File: config.mk
export PLATFORM = sky130hd
export DESIGN_NAME = lab3_cache_mem_port_arbiter
export DESIGN_NICKNAME = d
export VERILOG_FILES = /design/src/rtl/lab3_cache_pkg.sv /design/src/rtl/lab3_cache_ArbIdQueue.sv /design/src/rtl/lab3_cache_mem_port_arbiter.sv
export SDC_FILE = /design/constraint.sdc
export NUM_CORES = 1
export LEC_CHECK = 0
export BUFFER_PORTS_ARGS = -buffer_cell sky130_fd_sc_hd__buf_2
export CORE_AREA = 2 2 378 380
export CTS_BUF_LIST = sky130_fd_sc_hd__clkbuf_8 sky130_fd_sc_hd__clkbuf_16
export CTS_CLUSTER_DIAMETER = 30
export DETAILED_ROUTE_END_ITERATION = 6
export DIE_AREA = 0 0 380 382
export GPL_TIMING_DRIVEN = 0
export HOLD_SLACK_MARGIN = 0.15
export SETUP_SLACK_MARGIN = 0.4
export SYNTH_ARGS = -nofsm -noshare
export SYNTH_HDL_FRONTEND = slang
export SYNTH_SLANG_ARGS = --single-unit
File: constraint.sdc
create_clock -name clk -period 2.6 [get_ports clk]
set_input_delay 0.13 -clock clk [delete_from_list [all_inputs] [get_ports clk]]
set_output_delay 0.13 -clock clk [all_outputs]
set_load 0.02 [all_outputs]
File: src/rtl/lab3_cache_pkg.sv
// Shared types for the lab3 cache memory subsystem: client ids and the 16B memory
// request/response messages exchanged between the caches and the test memory.
package lab3_cache_pkg;

  typedef logic client_id_t;

  localparam client_id_t CLIENT_ICACHE = 1'b0;
  localparam client_id_t CLIENT_DCACHE = 1'b1;

  localparam logic [2:0] MEM_TYPE_READ  = 3'd0;
  localparam logic [2:0] MEM_TYPE_WRITE = 3'd1;

  typedef struct packed {
    logic [2:0]   type_;
    logic [7:0]   opaque;
    logic [31:0]  addr;
    logic [3:0]   len;
    logic [127:0] data;
  } mem_req_16B_t;

  typedef struct packed {
    logic [2:0]   type_;
    logic [7:0]   opaque;
    logic [1:0]   test;
    logic [3:0]   len;
    logic [127:0] data;
  } mem_resp_16B_t;

endpackage

File: src/rtl/lab3_cache_ArbIdQueue.sv
// In-order FIFO of 1-bit client ids, one entry per outstanding memory request.
// A dequeue in the same cycle frees a slot, so enqueue is accepted even when full.
module lab3_cache_ArbIdQueue
  import lab3_cache_pkg::*;
#(
  parameter int p_depth = 4
) (
  input  logic       clk,
  input  logic       reset,
  input  logic       enq_val,
  output logic       enq_rdy,
  input  client_id_t enq_msg,
  output logic       deq_val,
  input  logic       deq_rdy,
  output client_id_t deq_msg,
  output logic       full,
  output logic       empty
);

  localparam int PW = (p_depth > 1) ? $clog2(p_depth) : 1;
  localparam int CW = $clog2(p_depth + 1);

  client_id_t    ids_q [p_depth];
  logic [PW-1:0] head_q, head_d, tail_q, tail_d;
  logic [CW-1:0] count_q, count_d;
  logic          enq_fire, deq_fire;

  assign empty    = (count_q == '0);
  assign full     = (count_q == CW'(p_depth));
  assign deq_val  = !empty;
  assign deq_msg  = ids_q[head_q];
  assign deq_fire = deq_val && deq_rdy;
  assign enq_rdy  = !full || deq_fire;
  assign enq_fire = enq_val && enq_rdy;

  // Pointers wrap naturally because the depth is a power of two.
  always_comb begin
    head_d  = head_q;
    tail_d  = tail_q;
    count_d = count_q;
    if (enq_fire) tail_d = tail_q + PW'(1);
    if (deq_fire) head_d = head_q + PW'(1);
    if (enq_fire && !deq_fire)      count_d = count_q + CW'(1);
    else if (!enq_fire && deq_fire) count_d = count_q - CW'(1);
  end

  always_ff @(posedge clk) begin
    if (reset) begin
      head_q  <= '0;
      tail_q  <= '0;
      count_q <= '0;
    end else begin
      head_q  <= head_d;
      tail_q  <= tail_d;
      count_q <= count_d;
    end
  end

  always_ff @(posedge clk) begin
    if (enq_fire) ids_q[tail_q] <= enq_msg;
  end

endmodule

File: src/rtl/lab3_cache_mem_port_arbiter.sv
// Round-robin sharing of one memory port between icache (0) and dcache (1); 0-cycle
// request and response paths, responses routed back in order via an id queue.
module lab3_cache_mem_port_arbiter
  import lab3_cache_pkg::*;
#(
  parameter int p_max_outstanding = 4
) (
  input  logic          clk,
  input  logic          reset,
  input  logic          req0_val,
  output logic          req0_rdy,
  input  mem_req_16B_t  req0_msg,
  output logic          resp0_val,
  input  logic          resp0_rdy,
  output mem_resp_16B_t resp0_msg,
  input  logic          req1_val,
  output logic          req1_rdy,
  input  mem_req_16B_t  req1_msg,
  output logic          resp1_val,
  input  logic          resp1_rdy,
  output mem_resp_16B_t resp1_msg,
  output logic          mem_req_val,
  input  logic          mem_req_rdy,
  output mem_req_16B_t  mem_req_msg,
  input  logic          mem_resp_val,
  output logic          mem_resp_rdy,
  input  mem_resp_16B_t mem_resp_msg
);

  client_id_t grant, head_id, prio_q, prio_d;
  logic       granted_val, head_rdy;
  logic       q_enq_rdy, q_full, q_empty, q_full_eff;
  logic       mem_req_fire, mem_resp_fire;

  // Grant is recomputed every cycle; it is deliberately not locked across stalls.
  always_comb begin
    grant = CLIENT_ICACHE;
    if (req0_val && req1_val) grant = prio_q;
    else if (req1_val)        grant = CLIENT_DCACHE;
  end

  assign granted_val  = (grant == CLIENT_DCACHE) ? req1_val : req0_val;
  assign mem_req_msg  = (grant == CLIENT_DCACHE) ? req1_msg : req0_msg;
  assign mem_req_val  = granted_val && q_enq_rdy;
  assign mem_req_fire = mem_req_val && mem_req_rdy;

  assign q_full_eff = q_full && !mem_resp_fire;
  assign req0_rdy   = (grant == CLIENT_ICACHE) && mem_req_rdy && !q_full_eff;
  assign req1_rdy   = (grant == CLIENT_DCACHE) && mem_req_rdy && !q_full_eff;

  assign prio_d = mem_req_fire ? ~grant : prio_q;

  always_ff @(posedge clk) begin
    if (reset) prio_q <= CLIENT_ICACHE;
    else       prio_q <= prio_d;
  end

  // Routing follows the queue head only; the opaque field is never consulted.
  assign head_rdy      = (head_id == CLIENT_DCACHE) ? resp1_rdy : resp0_rdy;
  assign mem_resp_rdy  = !q_empty && head_rdy;
  assign mem_resp_fire = mem_resp_val && mem_resp_rdy;
  assign resp0_val     = mem_resp_val && !q_empty && (head_id == CLIENT_ICACHE);
  assign resp1_val     = mem_resp_val && !q_empty && (head_id == CLIENT_DCACHE);
  assign resp0_msg     = mem_resp_msg;
  assign resp1_msg     = mem_resp_msg;

  lab3_cache_ArbIdQueue #(.p_depth(p_max_outstanding)) u_idq (
    .clk     (clk),
    .reset   (reset),
    .enq_val (granted_val && mem_req_rdy),
    .enq_rdy (q_enq_rdy),
    .enq_msg (grant),
    .deq_val (),
    .deq_rdy (mem_resp_val && head_rdy),
    .deq_msg (head_id),
    .full    (q_full),
    .empty   (q_empty)
  );

endmodule

==> results of run 1 <==
==> metrics by stage <==
stage / setup slack, ns / util, %
after global placement: -1.67 / 8.23
final: 0.113 / 8.63
after floorplan: 0.194 / -
after CTS: 0.120 / 8.48
after global routing: 0.0473 / 8.57
after detailed placement: -1.15 / 8.24
==> cells by family (layout without fill, tap and decap cells) <==
logic type	after synthesis	after routing	synth area share, %
adders and majority gates	6	6	1.63
DFF	14	14	6.32
muxes	7	7	1.85
and+or+nand+nor	555	555	42.0
other	0	58	0
xor gates and xnor gates	2	2	0.346
buffers and inverters	335	1170	46.3
AOI/OAI and AO/OA	11	11	1.63
==> final cells by class <==
type	instances	area, µm²
Antenna cell	58	145
Buffer	329	2490
Clock buffer	3	75.1
Clock inverter	1	3.75
Fill cell	16700	129000
Inverter	6	35.0
Multi-Input combinational cell	581	2550
Sequential cell	14	322
Tap cell	1890	2360
Timing Repair Buffer	831	4180
==> path summary, 6_finish.rpt <==
path / end / slack, ns
hold / removal: prio_q / 0.25
setup / recovery: u_idq.count_q[2] / 0.11
setup reg to reg: u_idq.count_q[2] / 0.11
hold reg to reg: u_idq.tail_q[1] / 0.52
==> routing by layer <==
metal  part of all wire (%)  GRT usage (%)  vias to the layer above
met5                   0.43          0.165                        -
met4                    2.4           1.73                       38
met3                     17           9.07                      175
met2                     44           19.1                      933
met1                     37           13.6                     4653
li1                       -              -                     4256
==> report_power, final <==
part	internal (W)	switching, W
combinational	0.00117	0.00204
clock	0.000204	0.0000917
sequential	0.000266	0.0000360
total	0.00164	0.00216
==> worst register-to-register path, stage by stage (launching register included) <==
cell and delay, ns:
edfxtp_1 0.35, mux4_2 0.51, mux2_4 0.36, nand2_4 0.08, ha_4 0.14, inv_2 0.04
fa_2 0.34, xor2_1 0.15, or3_1 0.31, a21oi_1 0.13
==> synthesized netlist by cell type (2+ instances only) <==
library cell,n,area (µm²)
nand2_1,529,1990
buf_4,290,2180
clkbuf_1,35,131
dfxtp_1,10,200
nor2_1,9,33.8
and2_2,5,37.5
ha_1,5,62.6
inv_1,5,18.8
a21oi_1,4,20.0
buf_1,4,15.0
edfxtp_1,4,120
mux2i_1,3,30.0
nand3_1,3,15.0
nor3_1,3,15.0
mux2_4,2,30.0
nand2b_1,2,12.5
o21ai_0,2,10.0
or3_1,2,12.5
xor2_1,2,17.5
==> what timing repair did <==
item	4_1_cts	5_1_grt
pin swaps	2	1
hold endpoints to repair	0	0
setup buffers	2	1
gates resized for setup	91	34
endpoints found under the setup margin	179	55
==> impl_metrics.toml, run 1 <==
[pwr]
p_per_area_nw_per_um2 = 313
ir_drop_v = 0.000223
leakage_nw = 6.83
power_w = 0.00380

[yosys]
synth_flop_cell = "dfxtp_1"
ys_warn_count = 0
avgSynthCellArea_um2 = 5.45
seq_area_frac_synth_pct = 6.32
syn-num-nets = 1439
syn_area_um2 = 5070
synthCells = 930
ys_async_sr_fraction_pct = 0
synth-seq-cells = 14
ys_types = 30
synth-edff-count = 4

[sta]
setup_viol = 0
slew_violations = 0
rsz0062_at_grt = "yes"
tightestPinTransition_ns = 0.526
holdWs_ns = 0.249
maxSlewHeadroom_pct = 63.9
setup_tns_ns = 0
hold_viol = 0
max_freq_ghz = 0.402
skew_ns = 0.00337
finalCriticalPeriod_ns = 2.49
finalCritPeriodShare_pct = 95.7

[worst_setup_path]
path_class = "register to register"
crit_path_end_kind = "register"
ff2ff_path_depth = 9
crit_cells = 9
start_kind = "register"
worstPathCellList = "mux4_2 -> mux2_4 -> nand2_4 -> ha_4 -> inv_2 -> fa_2 -> xor2_1 -> or3_1 -> a21oi_1"
max_stage_delay_ns = 0.51
reg2reg_from = "u_idq.ids_q[3]"
critPathTopFamily = "multiplexers"
critical_path_arrival_ns = 2.66
critPathSlowestCell = "mux4_2"
crit_required_ns = 2.77
worstPathBufferInverterCount = 1
startpoint = "u_idq.ids_q[3]"
cp_max_fo = 4

[drt]
drcViolationCount = 0
wirelength_um = 95500
vias = 10100
drt_first_iter_violations = 745
first_pass_iters = 6
wl_per_cell_um = 25.7
vias_per_cell = 2.71
ant_nets = 0

[grt]
grt_start_max_net_pins = 14
grt_usage_pct = 12.3
antenna_found_initial = 115
grt_pass1_wl_um = 111000
grt_overflow_total = 0
grt_pass1_vias = 8711

[floorplan]
die-area_um2 = 145000
start_util_pct = 3.60
die_width_um = 380
coreArea_um2 = 141000
io_pins = 974
std_cell_rows = 138
die_h_um = 382

[clocking]
cts_hold_buffers = 0
cts_root_buffer = "clkbuf_16"
cts_max_level = 1
clock_sinks = 14
clock_path_buffers = 2
path_clk_slew_ns = 0.05
cts_tree = "done"
cts_buffers = 3
insertion_delay_ns = 0.24

[outcome]
status = "complete, no violations"

[placement]
place_congestion = 1.30
dp_hpwl_um = 91000
port_buffers = 828
dp.cells = 3648
placed_area_um2 = 11600

[hold_path]
hp-start = "mem_req_rdy"
hold_class = "input pin to register"
min_delay_path_depth = 3

[finish]
fin_nets = 2275
final_cell_mix = "buf_2 (826), nand2_1 (489), buf_4 (297), nand2_2 (34), clkbuf_2 (14)"
fin_area_um2 = 12200
drive_gt1_share_pct = 68.8
area.growth.synth_to_final_pct = 140
fin_cells = 3713
final_common_cell = "buf_2"

[job]
drv_cap = 0
Power figures use the tool's default switching activity.
==> inputs of run 2 (changes only) <==
--- a/config.mk
+++ b/config.mk
@@ -13,6 +13,7 @@
 export DIE_AREA = 0 0 380 382
 export GPL_TIMING_DRIVEN = 0
 export HOLD_SLACK_MARGIN = 0.15
+export MAX_ROUTING_LAYER = met4
 export SETUP_SLACK_MARGIN = 0.4
 export SYNTH_ARGS = -nofsm -noshare
 export SYNTH_HDL_FRONTEND = slang
==> constraint.sdc (replaced) <==
create_clock -name clk -period 2.45 [get_ports clk]
set_input_delay 0.1225 -clock clk [delete_from_list [all_inputs] [get_ports clk]]
set_output_delay 0.1225 -clock clk [all_outputs]
set_load 0.02 [all_outputs]
==> run 2 against run 1 <==
  * The flow now finishes with violations (negative setup slack)
  * Final cell count increased by 0.89%
  * Sequential share of layout area decreased by 0.090 points
  * First-iteration DRC count decreased by 2.6%
  * Design area increased by 3.5%
  * Clock power increased by 6%
  * Count of clock-buffer cells in the layout unchanged
  * Core utilization increased by 0.31 points
  * Combinational power increased by 12%
  * Largest cell class unchanged
  * Highest routed layer is now met4
==> impl_metrics.toml, run 2 (synthesis results as in run 1) <==
[clocking]
path_clk_slew_ns = 0.05
clock_sinks = 14
cts_max_level = 1
cts_buffers = 3
cts_tree = "done"
clock_path_buffers = 2
cts_hold_buffers = 0
insertion_delay_ns = 0.24
cts_root_buffer = "clkbuf_16"

[grt]
grt_overflow_total = 0
grt_pass1_wl_um = 112000
grt_pass1_vias = 8884
antenna_found_initial = 115
grt_usage_pct = 12.7
grt_start_max_net_pins = 14

[worst_setup_path]
regToRegEndpoint = "u_idq.count_q[2]"
crit_required_ns = 2.62
max_stage_delay_ns = 0.51
worstPathCellList = "mux4_2 -> mux2_4 -> nand2_4 -> ha_4 -> inv_2 -> fa_2 -> xor2_1 -> or3_1 -> a21oi_2"
critPathSlowestCell = "mux4_2"
start_kind = "register"
cp_max_fo = 4
worstPathBufferInverterCount = 1
path_class = "register to register"
critPathTopFamily = "multiplexers"
crit_path_end_kind = "register"
ff2ff_setup_slack_ns = -0.07
ff2ff_path_depth = 9
critical_path_arrival_ns = 2.69
reg2reg_from = "u_idq.ids_q[3]"

[finish]
fin_cells = 3746
area.growth.synth_to_final_pct = 148
fin_area_um2 = 12600
drive_gt1_share_pct = 70.1
final_common_cell = "buf_2"
final_cell_mix = "buf_2 (803), nand2_1 (480), buf_4 (318), nand2_2 (35), clkbuf_4 (16)"
fin_nets = 2289

[floorplan]
die_width_um = 380
std_cell_rows = 138
die-area_um2 = 145000
die_h_um = 382
io_pins = 974
start_util_pct = 3.60
coreArea_um2 = 141000

[placement]
dp.cells = 3648
place_congestion = 1.33
dp_hpwl_um = 91100
port_buffers = 828
placed_area_um2 = 11600

[drt]
vias_per_cell = 2.62
drt_first_iter_violations = 726
vias = 9822
first_pass_iters = 5
wl_per_cell_um = 25.7
wirelength_um = 96100
drcViolationCount = 0
ant_nets = 0

[sta]
skew_ns = 0.00166
finalCriticalPeriod_ns = 2.52
slew_violations = 0
setup_slack_ns = -0.0679
max_freq_ghz = 0.397
setup_viol = 2
setup_tns_ns = -0.0834
maxSlewHeadroom_pct = 62.4
tightestPinTransition_ns = 0.565
hold_viol = 0
finalCritPeriodShare_pct = 103
rsz0062_at_grt = "yes"

[hold_path]
hold_path_end = "u_idq.head_q[1]"
min_delay_path_depth = 3
hold_class = "input pin to register"
hp-start = "reset"

[pwr]
ir_drop_v = 0.000210
p_per_area_nw_per_um2 = 335
leakage_nw = 7.00

[outcome]
violations = "negative setup slack"
status = "finished, violations left"

[job]
drv_cap = 0
[run 2: worst max-delay path by stage]
| stage | endpoint | slack (ns) | start | depth (start not counted) |
|---|---|---|---|---|
| final | u_idq.count_q[2] | -0.07 | u_idq.ids_q[3] | 9 |
| after global routing | u_idq.count_q[2] | -0.13 | u_idq.ids_q[3] | 9 |
| after CTS | u_idq.count_q[2] | -0.05 | u_idq.ids_q[3] | 9 |
| after detailed placement | mem_req_msg[125] | -1.29 | prio_q | 8 |
| after global placement | mem_req_msg[125] | -1.82 | prio_q | 8 |
| after floorplan | u_idq.count_q[2] | 0.04 | u_idq.ids_q[3] | 9 |
[run 2: stage by stage]
stage	total power, W	setup WS [ns]	hold WS, ns	util [%]
after floorplan	0.00209	0.0444	0.295	-
final	0.00422	-0.0679	0.267	8.94
after global routing	0.00444	-0.130	0.299	8.93
after CTS	0.00417	-0.0523	0.223	8.68
after detailed placement	0.00365	-1.29	0.451	8.24
after global placement	0.00361	-1.82	0.435	8.23
[run 2: what timing repair did]
action / in CTS / in global routing
endpoints found under the setup margin: 185 / 46
pin swaps: 4 / 6
resized for setup: 137 / 52
cloned: 1 / 0
buffers inserted: 11 / 5
[run 2: power breakdown]
part	switching [W]	total [W]	leakage (nW)	internal (W)
sequential	0.0000408	0.000324	0.119	0.000283
clock	0.0000978	0.000314	0.0390	0.000216
combinational	0.00222	0.00358	6.84	0.00136
total	0.00236	0.00422	7.00	0.00186
[run 2: cell type report]
type / count / area (µm²)
antenna: 77 / 193
buffer: 329 / 2520
clock buffer: 3 / 75.1
clock inverter: 1 / 3.75
fill: 16700 / 128000
inverter: 6 / 48.8
multi-input combinational: 581 / 2680
sequential: 14 / 322
tap: 1890 / 2360
timing repair buffer: 845 / 4380
[run 2: worst reg2reg max path, stage by stage, from the launching register on]
cell	delay, ns
edfxtp_1	0.36
mux4_2	0.51
mux2_4	0.37
nand2_4	0.08
ha_4	0.14
inv_2	0.04
fa_2	0.35
xor2_1	0.15
or3_1	0.32
a21oi_2	0.13
[run 2: layer usage]
layer,GRT usage [%],vias to the layer above,share of wire (%)
met1,13.8,4541,39
met4,1.75,0,2.3
met2,19.5,831,44
met3,8.81,126,15
met5,-,-,0
li1,-,4324,-
==> inputs of run 3 (changes only) <==
--- a/config.mk
+++ b/config.mk
@@ -15,6 +15,7 @@
 export HOLD_SLACK_MARGIN = 0.15
 export MAX_ROUTING_LAYER = met4
 export SETUP_SLACK_MARGIN = 0.4
+export SKIP_LAST_GASP = 1
 export SYNTH_ARGS = -nofsm -noshare
 export SYNTH_HDL_FRONTEND = slang
 export SYNTH_SLANG_ARGS = --single-unit
==> run 3 against run 2 <==
  * The run still ends with negative setup slack left
  * First-iteration DRC count shrank 5.5%
  * Worst hold slack worse by 0.00059 ns
  * Power is 0.19% lower
  * Wire length barely moved
  * Largest power group unchanged
  * Fmax down 0.26%
==> impl_metrics.toml, run 3 (synthesis results as in run 1) <==
[worst_setup_path]
path_class = "register to register"
crit_required_ns = 2.62
max_stage_delay_ns = 0.50
critPathTopFamily = "multiplexers"
cp_max_fo = 4
critPathSlowestCell = "mux4_2"
worstPathCellList = "mux4_2 -> mux2_4 -> nand2_4 -> ha_4 -> inv_2 -> fa_2 -> xor2_1 -> or3_1 -> a21oi_2"
worstPathBufferInverterCount = 1
start_kind = "register"
critical_path_arrival_ns = 2.70
crit_path_end_kind = "register"

[sta]
maxSlewHeadroom_pct = 63.1
holdWs_ns = 0.266
finalCritPeriodShare_pct = 103
setup_slack_ns = -0.0744
setup_viol = 2
rsz0062_at_grt = "yes"
tightestPinTransition_ns = 0.554
max_freq_ghz = 0.396
slew_violations = 0
finalCriticalPeriod_ns = 2.52
skew_ns = 0.00252
setup_tns_ns = -0.0964
hold_viol = 0

[drt]
vias_per_cell = 2.60
wirelength_um = 96100
drcViolationCount = 0
vias = 9781
first_pass_iters = 5
ant_nets = 0
wl_per_cell_um = 25.6
drt_first_iter_violations = 686

[placement]
dp_hpwl_um = 91100
dp.cells = 3648
port_buffers = 828
placed_area_um2 = 11600
pre_cts_slack_ns = -1.29
place_congestion = 1.33

[clocking]
insertion_delay_ns = 0.24
clock_path_buffers = 2
path_clk_slew_ns = 0.05
clock_sinks = 14
cts_max_level = 1
cts_tree = "done"
cts_hold_buffers = 0
cts_root_buffer = "clkbuf_16"
cts_buffers = 3

[floorplan]
coreArea_um2 = 141000
io_pins = 974
std_cell_rows = 138
die_width_um = 380
start_util_pct = 3.60
die_h_um = 382
die-area_um2 = 145000

[grt]
grt_start_max_net_pins = 14
grt_usage_pct = 12.7
antenna_found_initial = 115
grt_pass1_wl_um = 112000
grt_pass1_vias = 8890
grt_overflow_total = 0

[outcome]
status = "finished, violations left"
violations = "negative setup slack"

[finish]
drive_gt1_share_pct = 69.9
nFillCells = 16700
fin_nets = 2289
area.growth.synth_to_final_pct = 149
fin_area_um2 = 12600
final_common_cell = "buf_2"
fin_cells = 3756
final_cell_mix = "buf_2 (805), nand2_1 (483), buf_4 (318), nand2_2 (32), clkbuf_4 (17)"

[pwr]
ir_drop_v = 0.000210
p_per_area_nw_per_um2 = 334
leakage_nw = 6.99

[job]
drv_cap = 0

[hold_path]
hold_class = "input pin to register"
==> run 3: metal layers <==
layer | global-route usage, % | vias up | routed length, µm
met3 | 8.79 | 121 | 14900
met2 | 19.4 | 834 | 42200
met1 | 13.8 | 4488 | 36900
li1 | - | 4338 | -
met4 | 1.89 | 0 | 2140
met5 | - | - | 0
==> run 3: report_power, final <==
group / total (W) / internal (W) / switching [W]
Combinational: 0.00357 / 0.00135 / 0.00222
Sequential: 0.000324 / 0.000283 / 0.0000410
Clock: 0.000315 / 0.000216 / 0.0000987
==> run 3: path summary, 6_finish.rpt <==
check                                startpoint          endpoint  slack, ns  cells past startpoint
worst min-delay path                      reset   u_idq.head_q[1]       0.27                      3
worst min register to register  u_idq.tail_q[1]   u_idq.tail_q[1]       0.52                      2
worst max register to register   u_idq.ids_q[0]  u_idq.count_q[2]      -0.07                      9
worst max-delay path             u_idq.ids_q[0]  u_idq.count_q[2]      -0.07                      9
==> run 3: area by class of cell <==
class	instances	area [µm²]	share of cell area [%]
multi-input combinational	581	2680	21.3
timing repair buffer	845	4370	34.7
inverter	6	48.8	0.387
antenna	87	218	1.73
tap	1890	2360	18.8
sequential	14	322	2.55
buffer	329	2520	20.0
clock inverter	1	3.75	0.0298
clock buffer	3	75.1	0.596
==> run 3: repair_timing <==
action | CTS | global route
pin swaps | 3 | 5
setup buffers | 11 | 5
hold endpoints to repair | 0 | 0
cloned | 1 | 0
resized for setup | 129 | 53
setup endpoints to repair | 185 | 46
==> run 3: worst min-delay path, delay by kind of cell <==
family / cells / cell delay [ns]
muxes: 1 / 0.15
buffers and inverters: 1 / 0.11
and+or+nand+nor: 1 / 0.09
==> run 3: stage by stage <==
stage / power, W / utilization, %
6_report: 0.00421 / 8.94
5_1_grt: 0.00443 / 8.92
4_1_cts: 0.00416 / 8.66
3_5_place_dp: 0.00365 / 8.24
3_3_place_gp: 0.00361 / 8.23
2_1_floorplan: 0.00209 / -
